## src/rtl/muldiv_pkg.sv

```systemverilog
// muldiv_pkg: shared definitions for the iterative multiply/divide sequencer.
//   - FSM state encoding
//   - operation codes driven on the op port
//   - default operand width and iteration counter width
package muldiv_pkg;

  localparam int unsigned MULDIV_WIDTH = 32;
  localparam int unsigned MULDIV_ITER  = MULDIV_WIDTH;
  localparam int unsigned MULDIV_CNT_W = $clog2(MULDIV_ITER);

  localparam logic OP_MULT = 1'b0;
  localparam logic OP_DIV  = 1'b1;

  typedef enum logic [2:0] {
    IDLE,
    MULT_ITER,
    DIV_ITER,
    FINISH,
    FINISH_Z
  } state_e;

endpackage

```

## src/rtl/muldiv_datapath.sv

```systemverilog
// muldiv_datapath: arithmetic core of the multiply/divide sequencer.
// Holds the shift registers and performs one radix-2 Booth step (MULT) or one
// restoring-division step on magnitudes (DIV) per i_step. o_hi/o_lo present the
// result the registers would hold after the current step, already sign-fixed for
// DIV, so the sequencer can register it on the final edge.
// Ports:
//   clk, reset_in    clock, synchronous active-high reset
//   i_load           capture op and operands (start accepted in IDLE)
//   i_step           perform one iteration
//   i_op             OP_MULT / OP_DIV
//   i_a, i_b         signed operands (multiplicand/dividend, multiplier/divisor)
//   o_b_zero         i_b is zero (combinational, used at the start edge)
//   o_hi, o_lo       post-step result (product halves or remainder/quotient)
module muldiv_datapath
  import muldiv_pkg::*;
#(
  parameter int unsigned WIDTH = MULDIV_WIDTH
) (
  input  logic             clk,
  input  logic             reset_in,
  input  logic             i_load,
  input  logic             i_step,
  input  logic             i_op,
  input  logic [WIDTH-1:0] i_a,
  input  logic [WIDTH-1:0] i_b,
  output logic             o_b_zero,
  output logic [WIDTH-1:0] o_hi,
  output logic [WIDTH-1:0] o_lo
);

  // MULT: {r_hi, r_lo, r_q1} is the 2*WIDTH+1 Booth accumulator, r_m the multiplicand.
  // DIV:  r_hi is the partial remainder, r_lo shifts dividend out / quotient in,
  //       r_m the divisor magnitude.
  logic             r_op;
  logic [WIDTH-1:0] r_hi;
  logic [WIDTH-1:0] r_lo;
  logic             r_q1;
  logic [WIDTH-1:0] r_m;
  logic             r_neg_q;
  logic             r_neg_r;

  logic             w_a_neg;
  logic             w_b_neg;
  logic [WIDTH-1:0] w_a_mag;
  logic [WIDTH-1:0] w_b_mag;

  logic [WIDTH:0]   w_sum;
  logic [WIDTH-1:0] w_mul_hi;
  logic [WIDTH-1:0] w_mul_lo;

  logic [WIDTH:0]   w_shift;
  logic             w_ge;
  logic [WIDTH-1:0] w_sub;
  logic [WIDTH-1:0] w_div_rem;
  logic [WIDTH-1:0] w_div_quo;

  assign o_b_zero = (i_b == '0);
  assign w_a_neg  = i_a[WIDTH-1];
  assign w_b_neg  = i_b[WIDTH-1];
  // The most negative value maps onto itself, which is its correct unsigned magnitude.
  assign w_a_mag  = w_a_neg ? (~i_a + 1'b1) : i_a;
  assign w_b_mag  = w_b_neg ? (~i_b + 1'b1) : i_b;

  // Booth step: add/subtract on a sign-extended high half so the shifted-in sign
  // bit is correct even when the add overflows WIDTH bits.
  always_comb begin
    w_sum = {r_hi[WIDTH-1], r_hi};
    case ({r_lo[0], r_q1})
      2'b01:   w_sum = {r_hi[WIDTH-1], r_hi} + {r_m[WIDTH-1], r_m};
      2'b10:   w_sum = {r_hi[WIDTH-1], r_hi} - {r_m[WIDTH-1], r_m};
      default: w_sum = {r_hi[WIDTH-1], r_hi};
    endcase
  end

  assign w_mul_hi = w_sum[WIDTH:1];
  assign w_mul_lo = {w_sum[0], r_lo[WIDTH-1:1]};

  // Restoring step. The remainder stays below the divisor, so the trial difference
  // always fits WIDTH bits when it is kept.
  assign w_shift   = {r_hi, r_lo[WIDTH-1]};
  assign w_ge      = (w_shift >= {1'b0, r_m});
  assign w_sub     = w_shift[WIDTH-1:0] - r_m;
  assign w_div_rem = w_ge ? w_sub : w_shift[WIDTH-1:0];
  assign w_div_quo = {r_lo[WIDTH-2:0], w_ge};

  // Quotient truncates toward zero; remainder follows the dividend's sign.
  always_comb begin
    if (r_op == OP_DIV) begin
      o_hi = r_neg_r ? (~w_div_rem + 1'b1) : w_div_rem;
      o_lo = r_neg_q ? (~w_div_quo + 1'b1) : w_div_quo;
    end else begin
      o_hi = w_mul_hi;
      o_lo = w_mul_lo;
    end
  end

  always_ff @(posedge clk) begin
    if (reset_in) begin
      r_op    <= OP_MULT;
      r_hi    <= '0;
      r_lo    <= '0;
      r_q1    <= 1'b0;
      r_m     <= '0;
      r_neg_q <= 1'b0;
      r_neg_r <= 1'b0;
    end else if (i_load) begin
      r_op <= i_op;
      r_hi <= '0;
      r_q1 <= 1'b0;
      if (i_op == OP_DIV) begin
        r_lo    <= w_a_mag;
        r_m     <= w_b_mag;
        r_neg_q <= w_a_neg ^ w_b_neg;
        r_neg_r <= w_a_neg;
      end else begin
        r_lo    <= i_b;
        r_m     <= i_a;
        r_neg_q <= 1'b0;
        r_neg_r <= 1'b0;
      end
    end else if (i_step) begin
      if (r_op == OP_DIV) begin
        r_hi <= w_div_rem;
        r_lo <= w_div_quo;
      end else begin
        r_hi <= w_mul_hi;
        r_lo <= w_mul_lo;
        r_q1 <= r_lo[0];
      end
    end
  end

endmodule

```

## src/rtl/muldiv_sequencer.sv

```systemverilog
// muldiv_sequencer: iterative signed MULT/DIV unit for the multicycle datapath.
// The control unit pulses start in IDLE and waits for done; results appear on
// hi_out/lo_out with one-cycle HI/LO write strobes. Divide-by-zero completes one
// cycle after start with done and div_zero and no strobes.
// Optional build macro: MULDIV_ABORT_EN adds the abort input, which cancels an
// iteration in progress without writing results.
// Ports:
//   clk, reset_in        clock, synchronous active-high reset
//   abort                (MULDIV_ABORT_EN only) cancel MULT_ITER/DIV_ITER
//   start, op            request and operation (OP_MULT / OP_DIV)
//   a_in, b_in           signed operands
//   busy, done, div_zero status to the control unit
//   hi_out, lo_out       product halves, or remainder / quotient
//   HI_reg_w, LO_reg_w   HI/LO register write strobes
module muldiv_sequencer
  import muldiv_pkg::*;
#(
  parameter int unsigned WIDTH = MULDIV_WIDTH
) (
  input  logic             clk,
  input  logic             reset_in,
`ifdef MULDIV_ABORT_EN
  input  logic             abort,
`endif
  input  logic             start,
  input  logic             op,
  input  logic [WIDTH-1:0] a_in,
  input  logic [WIDTH-1:0] b_in,
  output logic             busy,
  output logic             done,
  output logic             div_zero,
  output logic [WIDTH-1:0] hi_out,
  output logic [WIDTH-1:0] lo_out,
  output logic             HI_reg_w,
  output logic             LO_reg_w
);

  localparam int unsigned ITER = WIDTH;
  localparam int unsigned CntW = $clog2(ITER);
  localparam logic [CntW-1:0] CntLast = CntW'(ITER - 1);

  state_e           r_state, w_state_d;
  logic [CntW-1:0]  r_cnt, w_cnt_d;
  logic             r_zero, w_zero_d;
  logic             r_busy, w_busy_d;
  logic             r_done, w_done_d;
  logic             r_dz, w_dz_d;
  logic             r_wr, w_wr_d;
  logic [WIDTH-1:0] r_hi, w_hi_d;
  logic [WIDTH-1:0] r_lo, w_lo_d;

  logic             w_load;
  logic             w_step;
  logic             w_abort;
  logic             w_b_zero;
  logic [WIDTH-1:0] w_res_hi;
  logic [WIDTH-1:0] w_res_lo;

`ifdef MULDIV_ABORT_EN
  assign w_abort = abort;
`else
  assign w_abort = 1'b0;
`endif

  muldiv_datapath #(
    .WIDTH (WIDTH)
  ) u_datapath (
    .clk      (clk),
    .reset_in (reset_in),
    .i_load   (w_load),
    .i_step   (w_step),
    .i_op     (op),
    .i_a      (a_in),
    .i_b      (b_in),
    .o_b_zero (w_b_zero),
    .o_hi     (w_res_hi),
    .o_lo     (w_res_lo)
  );

  always_comb begin
    w_state_d = r_state;
    w_cnt_d   = r_cnt;
    w_zero_d  = r_zero;
    w_busy_d  = 1'b0;
    w_done_d  = 1'b0;
    w_dz_d    = 1'b0;
    w_wr_d    = 1'b0;
    w_hi_d    = r_hi;
    w_lo_d    = r_lo;
    w_load    = 1'b0;
    w_step    = 1'b0;
    case (r_state)
      IDLE: begin
        if (start) begin
          w_load    = 1'b1;
          w_cnt_d   = '0;
          w_busy_d  = 1'b1;
          // A zero divisor still spends one cycle in DIV_ITER so that FINISH_Z
          // (and its registered done pulse) lands one edge after the start edge.
          w_zero_d  = (op == OP_DIV) && w_b_zero;
          w_state_d = (op == OP_DIV) ? DIV_ITER : MULT_ITER;
        end
      end
      MULT_ITER, DIV_ITER: begin
        if (w_abort) begin
          w_state_d = IDLE;
          w_zero_d  = 1'b0;
        end else if (r_zero) begin
          w_state_d = FINISH_Z;
          w_zero_d  = 1'b0;
          w_done_d  = 1'b1;
          w_dz_d    = 1'b1;
        end else begin
          w_step  = 1'b1;
          w_cnt_d = r_cnt + 1'b1;
          if (r_cnt == CntLast) begin
            w_state_d = FINISH;
            w_done_d  = 1'b1;
            w_wr_d    = 1'b1;
            w_hi_d    = w_res_hi;
            w_lo_d    = w_res_lo;
          end else begin
            w_busy_d = 1'b1;
          end
        end
      end
      FINISH, FINISH_Z: w_state_d = IDLE;
      default:          w_state_d = IDLE;
    endcase
  end

  always_ff @(posedge clk) begin
    if (reset_in) begin
      r_state <= IDLE;
      r_cnt   <= '0;
      r_zero  <= 1'b0;
      r_busy  <= 1'b0;
      r_done  <= 1'b0;
      r_dz    <= 1'b0;
      r_wr    <= 1'b0;
      r_hi    <= '0;
      r_lo    <= '0;
    end else begin
      r_state <= w_state_d;
      r_cnt   <= w_cnt_d;
      r_zero  <= w_zero_d;
      r_busy  <= w_busy_d;
      r_done  <= w_done_d;
      r_dz    <= w_dz_d;
      r_wr    <= w_wr_d;
      r_hi    <= w_hi_d;
      r_lo    <= w_lo_d;
    end
  end

  assign busy     = r_busy;
  assign done     = r_done;
  assign div_zero = r_dz;
  assign hi_out   = r_hi;
  assign lo_out   = r_lo;
  assign HI_reg_w = r_wr;
  assign LO_reg_w = r_wr;

endmodule

```

## config.mk

```make
export PLATFORM = sky130hd
export DESIGN_NAME = muldiv_sequencer
export DESIGN_NICKNAME = d
export VERILOG_FILES = /design/src/rtl/muldiv_pkg.sv /design/src/rtl/muldiv_datapath.sv /design/src/rtl/muldiv_sequencer.sv
export SDC_FILE = /design/constraint.sdc
export NUM_CORES = 1
export LEC_CHECK = 0
export ABC_AREA = 1
export CAP_MARGIN = 0
export CELL_PAD_IN_SITES_DETAIL_PLACEMENT = 0
export CELL_PAD_IN_SITES_GLOBAL_PLACEMENT = 2
export CORE_UTILIZATION = 29
export CTS_CLUSTER_SIZE = 14
export DETAILED_ROUTE_END_ITERATION = 10
export GPL_TIMING_DRIVEN = 0
export HOLD_SLACK_MARGIN = 0.05
export MAX_ROUTING_LAYER = met4
export PLACE_DENSITY = 0.83
export SLEW_MARGIN = 20
export SYNTH_ARGS = -nofsm -noshare
export SYNTH_HDL_FRONTEND = slang
export SYNTH_SLANG_ARGS = --single-unit
```

## constraint.sdc

```tcl
create_clock -name clk -period 3.91 [get_ports clk]
set_input_delay 0.782 -clock clk [delete_from_list [all_inputs] [get_ports clk]]
set_output_delay 0.782 -clock clk [all_outputs]
set_load 0.02 [all_outputs]
```

==> impl_metrics.json <==
{
  "status": "finished, violations left",
  "violations": "setup timing",
  "multiInputGateArea_sq_um": 12800,
  "cts.clk_slew.worst_paths_ns": 0.09,
  "reg2reg_from": "u_datapath.r_m[1]",
  "synth_top_area_share_pct": 20.9,
  "syn-num-nets": 3031,
  "row_count": 88,
  "fmax_mhz": 229,
  "setup_viol": 38,
  "synth.yosys.seq_area_share_pct": 20.9,
  "final-seq-area_sq_um": 3570,
  "die_y_um": 244,
  "synth.distinct_cells": 60,
  "clock_sinks": 177,
  "die_width_um": 244,
  "critPathLaunchType": "flip-flop",
  "start_util_pct": 29.3,
  "yosys_register_bits": 177,
  "setup_slack_ns": -0.463,
  "dieArea_sq_um": 59300,
  "hp-start": "lo_out[18]",
  "yosysWarnings": 0,
  "final.min_clock_period_ns": 4.37,
  "final_antenna_net_count": 0,
  "placed_area_sq_um": 19200,
  "relSlewSlack_pct": 22.5,
  "async_flop_share_pct": 0,
  "grt_usage_pct": 30.5,
  "layout-drive-gt1-share_pct": 14.9,
  "hold_viol": 0,
  "grt_pass1_wl_um": 129000,
  "critPathTopFamily": "simple AND/OR/NAND/NOR gates",
  "tightest_slew_ns": 1.16,
  "nFillCells": 6414,
  "htree_levels": 4,
  "synthCells": 2889,
  "setup_tns_ns": -10.33,
  "path_buf_inv": 2,
  "place_congestion": 0.997,
  "grt-ovfl-total": 0,
  "endpoint_kind": "flip-flop",
  "skew_ns": 0.0237,
  "hold_class": "flip-flop to flip-flop",
  "reg2reg_slack_ns": -0.46,
  "drtIter0Drc": 1748,
  "finalCritPeriodShare_pct": 112,
  "nNetsFinal": 3250,
  "critPathMaxFanout": 4,
  "r2r_cells": 26,
  "cp.arrival_ns": 4.73,
  "first_pass_iters": 6,
  "rsz0062_at_grt": "true",
  "crit_slowest_cell": "nand3b_1",
  "fin_util_pct": 37.8,
  "numCtsBuffers": 17,
  "synth_common_cells": "nand2_1, inv_1, nor2_1",
  "vias": 20793,
  "postSynthAreaPerCell_sq_um": 5.86,
  "ctsHoldBuffers": 0,
  "yosysTopAreaCell": "dfxtp_1",
  "syn_to_final_growth_pct": 28.7,
  "viasPerCell": 5.35,
  "dpl.hpwl_um": 72800,
  "io_pins": 137,
  "final_area_sq_um": 21800,
  "cts_buffer_depth": 2,
  "drc": 0,
  "clockRootBuffer": "clkbuf_16",
  "cp_slowest_stage_delay_ns": 0.37,
  "ys.flop_type": "dfxtp_1",
  "grt_max_degree": 19,
  "rr_endpoint": "hi_out[31]",
  "cts_tree": "built",
  "path_class": "flip-flop to flip-flop",
  "hold_slack_ns": 0.470,
  "synthesis.area_sq_um": 16900,
  "path_common_cell": "nand3_2",
  "synth-edff-count": 0,
  "drv_cap": 0,
  "cp.required_ns": 4.27,
  "antenna_found_initial": 0,
  "grt_pass1_vias": 19769,
  "holdPathStages": 2,
  "synth_most_common_cell": "nand2_1",
  "routed_wl_um": 90000,
  "hold_end": "lo_out[18]",
  "finalMaxSlewViolations": 0,
  "synth_area_leaders": "dfxtp_1, nand2_1, o21ai_0",
  "clock_latency_ns": 0.50,
  "port_buffers": 133,
  "core_sq_um": 57700,
  "avgRoutedWirePerCell_um": 23.2
}
[worst max-delay path by stage]
stage	startpoint	to	slack, ns	cells past startpoint
after floorplan	u_datapath.r_m[1]	hi_out[31]	0.22	27
after global placement	u_datapath.r_m[0]	hi_out[25]	-1.46	24
after detailed placement	u_datapath.r_m[0]	hi_out[25]	-1.42	24
after CTS	u_datapath.r_m[1]	hi_out[29]	-0.44	23
after global routing	u_datapath.r_m[1]	u_datapath.r_hi[31]	-0.66	25
final	u_datapath.r_m[1]	hi_out[31]	-0.46	26
[worst reg2reg max path: stages, from the launching register on]
cell        delay [ns]
dfxtp_2           0.33
clkinvlp_4        0.17
nand3_2           0.12
nor2_2            0.11
nand4_1           0.15
nand3b_1          0.38
nor3_2            0.26
nand3_2           0.14
nor2_4            0.13
nand4_1           0.17
nor2_1            0.18
buf_4             0.14
nor2_4            0.03
xor2_2            0.23
ha_4              0.25
a21oi_2           0.19
o21ai_1           0.10
a21oi_1           0.14
o21ai_1           0.10
a21oi_2           0.13
nand4_1           0.20
nand4_1           0.18
nand3_2           0.08
nand2_2           0.14
nand3_2           0.09
nand3_2           0.08
a21oi_2           0.06
[layout make-up]
class,instances,area share [%]
Multi-Input combinational cell,2204,58.6
Sequential cell,177,16.4
Timing Repair Buffer,201,8.65
Inverter,389,6.82
Tap cell,765,4.39
Buffer,118,2.41
Clock buffer,19,2.08
Clock inverter,12,0.620
Antenna cell,1,0.0115
[cell families (layout without fill, tap and decap cells)]
family                   Yosys count  count (layout)  share of synthesized area, %
AO/OA/AOI/OAI                    694             694                          22.9
XOR/XNOR                          95              95                          4.92
adder cells (fa/ha/maj)           74              74                          5.56
buffers and inverters            508             739                          11.7
flip-flops                       177             177                          20.9
other                              0               1                             0
AND/OR/NAND/NOR                 1341            1341                          34.0
[per-stage QoR]
| step | setup WS, ns | std cells |
|---|---|---|
| detailed placement | -1.42 | 3787 |
| floorplan | 0.217 | 2889 |
| finish | -0.463 | 3886 |
| global route | -0.655 | 3885 |
| global placement | -1.46 | 3787 |
| CTS | -0.442 | 3857 |
[cell usage in the layout (no fill, tap or decap), types with 7 or more instances in the layout]
cell and n:
nor2_4 16, clkbuf_1 94, nand2_4 18, o21a_1 10, buf_6 13, o22ai_1 10
nand3_2 20, nand3b_1 8, nand3_1 138, buf_4 58, o21ai_1 13, a31oi_1 50
nor4_1 8, nor2_2 33, nand4_1 36, buf_1 12, dfxtp_1 161, dfxtp_2 15
inv_1 350, o21ai_0 248, ha_1 43, ha_4 22, or2_2 10, clkbuf_16 17
nand2_1 659, clkdlybuf4s50_1 133, nand2_2 58, nor2_1 283, inv_2 30, o21ai_2 25
o221ai_1 12, nor3_1 30, xor2_2 16, a21oi_2 31, ha_2 7, a21oi_1 206
o211ai_1 27, xor2_1 70, a21oi_4 9
[metal layers]
metal / wire, um / up-vias / GRT usage, %
met1: 38500 / 9914 / 36.7
met3: 4320 / 173 / 3.44
met5: 0 / - / -
met4: 3910 / 0 / 12.4
met2: 43200 / 757 / 51.6
li1: - / 9949 / -
[state kept, by name, indices dropped and copies added (netlist names)]
register and flops:
hi_out 32, lo_out 32, u_datapath.r_hi 32, u_datapath.r_lo 32, u_datapath.r_m 32, r_cnt 5, r_state 3, HI_reg_w 1
busy 1, div_zero 1, done 1, r_zero 1, u_datapath.r_neg_q 1, u_datapath.r_neg_r 1, u_datapath.r_op 1, u_datapath.r_q1 1
[timing repair]
action	in CTS	in global routing
setup endpoints to repair	60	56
buffers inserted	40	30
pin swaps	70	116
gates resized for setup	204	173
Power is left out: the tool's default activity adds up to more than one toggle a clock period on the data nets, which glitch-free logic cannot reach.
